File: src/rtl/rf_wr_arbiter.sv
// rtl/rf_wr_arbiter.sv - register-file write-port controller: post-reset clear sweep, then A/B writeback arbitration
module rf_wr_arbiter #(
  parameter bit         CLEAR_EN = 1'b1,
  parameter logic [7:0] INIT_VAL = 8'h00
) (
  input  logic       CLK,
  input  logic       RST_N,
  input  logic       hold,
  input  logic       a_vld,
  input  logic [3:0] a_reg,
  input  logic [7:0] a_dat,
  output logic       a_rdy,
  input  logic       b_vld,
  input  logic [3:0] b_reg,
  input  logic [7:0] b_dat,
  output logic       b_rdy,
  output logic       wrt_en,
  output logic [3:0] reg_wrt,
  output logic [7:0] wrt_dat,
  output logic       init_done
);

  typedef enum logic {ST_INIT, ST_RUN} state_t;

  state_t     state;
  logic [3:0] cnt;
  logic       last_b;
  logic       a_elig;
  logic       b_elig;
  logic       in_run;

  assign a_elig = a_vld & ~hold;
  assign b_elig = b_vld & ~hold;
  assign in_run = RST_N & (state == ST_RUN);

  // On a conflict the requester not granted last wins.
  assign a_rdy = in_run & a_elig & (~b_elig | last_b);
  assign b_rdy = in_run & b_elig & (~a_elig | ~last_b);

  always_ff @(posedge CLK) begin
    if (!RST_N) begin
      state     <= ST_INIT;
      cnt       <= 4'd0;
      last_b    <= 1'b1;
      wrt_en    <= 1'b0;
      reg_wrt   <= 4'd0;
      wrt_dat   <= 8'd0;
      init_done <= 1'b0;
    end else if (state == ST_INIT) begin
      if (!CLEAR_EN) begin
        state     <= ST_RUN;
        init_done <= 1'b1;
        wrt_en    <= 1'b0;
      end else begin
        wrt_en  <= 1'b1;
        reg_wrt <= cnt;
        wrt_dat <= INIT_VAL;
        cnt     <= cnt + 4'd1;
        if (cnt == 4'd15) begin
          state     <= ST_RUN;
          init_done <= 1'b1;
        end
      end
    end else begin
      if (a_rdy) begin
        wrt_en  <= 1'b1;
        reg_wrt <= a_reg;
        wrt_dat <= a_dat;
        last_b  <= 1'b0;
      end else if (b_rdy) begin
        wrt_en  <= 1'b1;
        reg_wrt <= b_reg;
        wrt_dat <= b_dat;
        last_b  <= 1'b1;
      end else begin
        wrt_en <= 1'b0;
      end
    end
  end

endmodule

File: config.mk
export PLATFORM = sky130hd
export DESIGN_NAME = rf_wr_arbiter
export DESIGN_NICKNAME = d
export VERILOG_FILES = /design/src/rtl/rf_wr_arbiter.sv
export SDC_FILE = /design/constraint.sdc
export NUM_CORES = 1
export LEC_CHECK = 0
export BUFFER_PORTS_ARGS = -buffer_cell sky130_fd_sc_hd__clkbuf_2
export CORE_MARGIN = 5
export CORE_UTILIZATION = 40
export DETAILED_ROUTE_END_ITERATION = 8
export GPL_TIMING_DRIVEN = 0
export MAX_ROUTING_LAYER = met4
export PLACE_DENSITY = 0.72
export SLEW_MARGIN = 20
export SYNTH_ARGS = -nofsm -noshare
export SYNTH_HDL_FRONTEND = slang
export SYNTH_SLANG_ARGS = --single-unit
export TNS_END_PERCENT = 50
File: constraint.sdc
create_clock -name CLK -period 1.22 [get_ports CLK]
set_input_delay 0.122 -clock CLK [delete_from_list [all_inputs] [get_ports CLK]]
set_output_delay 0.122 -clock CLK [all_outputs]
set_load 0.02 [all_outputs]
==> summary.txt <==
Detailed routing
  – DR WL/cell: 15.4 um
  – WL final: 2920 um
  – Vias after detailed routing: 1048
  – Antenna-violating nets left: 0
  – Vias per cell: 5.54
  – DR iter-0 viols: 29
  – Remaining DRCs: 0
  – Drt pass-1 iters: 4

Synthesis
  – Syn avg cell area: 9.19 sq um
  – Synth warnings: 0
  – Cell variety after synth: 29
  – Top cell type by total area after synthesis: dfxtp_1
  – Yosys reg bits: 20
  – Netlist area before placement: 0.00101 sq mm
  – Cells after Synth: 110
  – Part of the Yosys area used for sequential elements: 39.6%
  – Largest cells by area after synthesis: dfxtp_1 40%, a311oi_2 12%, nand3_1 6.4%
  – Post-synth top area share: 39.6%
  – Net Count, Synth: 140

Global route
  – Total congestion overflow: 0
  – First-pass GRT wire length: 4770 um
  – Total global-route track usage: 17.9%
  – Vias in the first global route: 1088
  – Initial antenna violation count: 0
  – Largest net degree at the start of global routing: 13

Floorplanning
  – Initial core utilization: 41.2%
  – Die X: 60.3 um
  – # rows: 18
  – Die Area: 0.00363 sq mm
  – Core footprint: 0.00245 sq mm
  – I/O pin count: 45
  – Die H: 60.3 um

Cells and area
  – Area of the multi-input gates: 592 sq um
  – Area Overhead vs Synth: 42.2%
  – ANT cells: 0
  – Seq. cell area: 405 sq um
  – Commonest non-fill, non-tap cell in the layout: clkbuf_2
  – Fin nets: 190
  – Final Cell Area: 0.00144 sq mm
  – Most frequent cells in the layout: 41 x clkbuf_2, 18 x dfxtp_1, 13 x nand3_1
  – Layout cells sized above 1: 47.8%
  – Post-route insts no fill: 189
  – Filler cells: 235

Pwr
  – Combinational share of power: 11.7%
  – Power Dens Cells: 970 mW/mm^2
  – Switching pwr: 321 uW
  – Clock Power Share: 39.6%
  – Sequential power share: 48.7%
  – Peak VDD IR: 0.816 mV
  – P_int: 1070 uW
  – Pleak: 0.000597 uW
  – Sw frac: 23.0%
  – Total Power: 1390 uW

Critical path
  – Cells on worst reg2reg path: 5
  – Top delay family on crit path: simple AND/OR/NAND/NOR gates
  – Critical path startpoint category: flop
  – Bufs and invs on worst path: 2
  – Critical path data arrival time: 1.28 ns
  – Crit path capture type: output port
  – Worst Path Max Fanout: 4
  – Reg-to-Reg Start: state
  – Worst setup startpoint: state
  – CP peak stage delay: 0.34 ns
  – Slowest CP cell: dfxtp_2
  – Worst setup path class: flop to output port
  – Levels on crit path: 4
  – Crit path cell chain: and3b_2 -> buf_6 -> and3_4 -> buf_8
  – CP Data Required Time: 1.10 ns

Timing
  – Slew headroom: 69.4%
  – Fin. max-slew vios: 0
  – Fin. Hold Viols: 0
  – Fmax: 716 MHz
  – Final min period: 1.40 ns
  – Final Skew: 0.00522 ns
  – Worst-Margin Slew: 0.460 ns
  – Crit share post-route: 115%
  – RSZ-0062 raised after global routing: true
  – Setup violators final: 12
  – Worst Setup Slack, final: -0.177 ns

Clock network
  – Clock Sinks: 20
  – CTS Buf Count: 3
  – Cts hold-fix bufs: 0
  – Clock Latency Late Sink: 0.31 ns
  – H-tree depth: 1
  – Worst-path clk slew: 0.12 ns
  – Clock tree from TritonCTS: done
  – Clock root cell: clkbuf_4
  – Max clock buf depth: 2

Worst hold path
  – Hold Path Stages: 3
  – Worst hold path startpoint: a_dat[5]
  – Hold Crit Class: input pin to flop

Placed design
  – RePlAce Congestion: 0.891
  – Number of buffers added on ports: 43
  – Dpl cells: 183
  – Dpl cell area: 0.00126 sq mm
  – Post-DP HPWL: 2190 um

Status
  – Outcome: complete, but fails checks
  – Failing checks: negative setup slack

Job
  – Max-cap violations: 0
## layer usage
metal,track usage (%),wire (um),vias up
met5,-,0,-
met3,3.46,232,0
li1,-,-,515
met4,5.38,0,0
met1,22.1,1240,488
met2,29.2,1450,45
## cell usage after synthesis (all sizes together)
library cell and number:
mux2i 1, inv 3, nand4b 1, buf 6, a32oi 3, and3b 1, or2 1, xor2 2
nand3 13, nor2b 4, clkbuf 3, a31oi 6, o21bai 1, and3 1, xnor2 1, ha 1
dfxtp 20, o21ai 8, a211o 1, nand2 2, nor2 5, a311oi 8, nand4 4, nand2b 1
and2 2, a21boi 1, a21oi 10
## power by group through the flow
| stage | combinational (uW) | sequential, uW | clock (uW) |
|---|---|---|---|
| finish | 163 | 680 | 552 |
| global route | 182 | 683 | 590 |
| CTS | 161 | 682 | 565 |
| detailed placement | 154 | 697 | 0 |
| global placement | 151 | 696 | 0 |
| floorplan | 74.9 | 703 | 0 |
## final cells by class
cell class | instances | area share, %
multi-input combinational | 78 | 41.2
sequential | 20 | 28.2
timing repair buffer | 48 | 19.7
buffer | 6 | 3.92
tap | 30 | 2.61
clock inverter | 1 | 2.09
clock buffer | 3 | 1.57
inverter | 3 | 0.783
## registers in the layout, indices dropped and copies added, names as in the netlist
name,count
reg_wrt,4
last_b,1
state,1
wrt_en,1
wrt_dat,8
init_done,1
cnt,4
## path summary, 6_finish.rpt
check               endpoint  slack, ns
hold / removal    wrt_dat[5]       0.08
setup / recovery       a_rdy      -0.18
hold reg to reg    init_done       0.50
setup reg to reg  wrt_dat[3]      -0.07
## timing repair
item / 4_1_cts / 5_1_grt
endpoints found under the hold margin: 0 / 0
gates resized for setup: 18 / 16
pin swaps: 2 / 1
setup buffers: 3 / 2
setup endpoints to repair: 14 / 15
## worst reg2reg max path: cells and delay by family, from the launching register on
kind | cells | cell delay [ns]
compound gates | 1 | 0.23
buf+inv | 2 | 0.25
simple gates | 2 | 0.40
flops | 1 | 0.34
## stage by stage
step	setup WS (ns)	setup TNS [ns]	hold WS [ns]	util (%)
6_report	-0.177	-0.660	0.0796	58.6
5_1_grt	-0.219	-1.28	0.0675	58.6
4_1_cts	-0.236	-1.43	0.0610	57.5
3_5_place_dp	-0.271	-2.07	0.408	51.5
3_3_place_gp	-0.167	-1.33	0.410	51.5
2_1_floorplan	0.00597	0	0.272	-
## logic make-up (layout without fill, tap and decap cells)
| family | Yosys count | count (layout) | share of synthesized area (%) |
|---|---|---|---|
| AO/OA/AOI/OAI | 38 | 38 | 29.5 |
| AND/OR/NAND/NOR | 35 | 35 | 19.1 |
| flip-flops | 20 | 20 | 39.6 |
| buffers and inverters | 12 | 61 | 7.05 |
| XOR/XNOR | 3 | 3 | 2.60 |
| adder cells (fa/ha/maj) | 1 | 1 | 1.24 |
| multiplexers | 1 | 1 | 0.990 |
(Power assumes the default switching activity.)
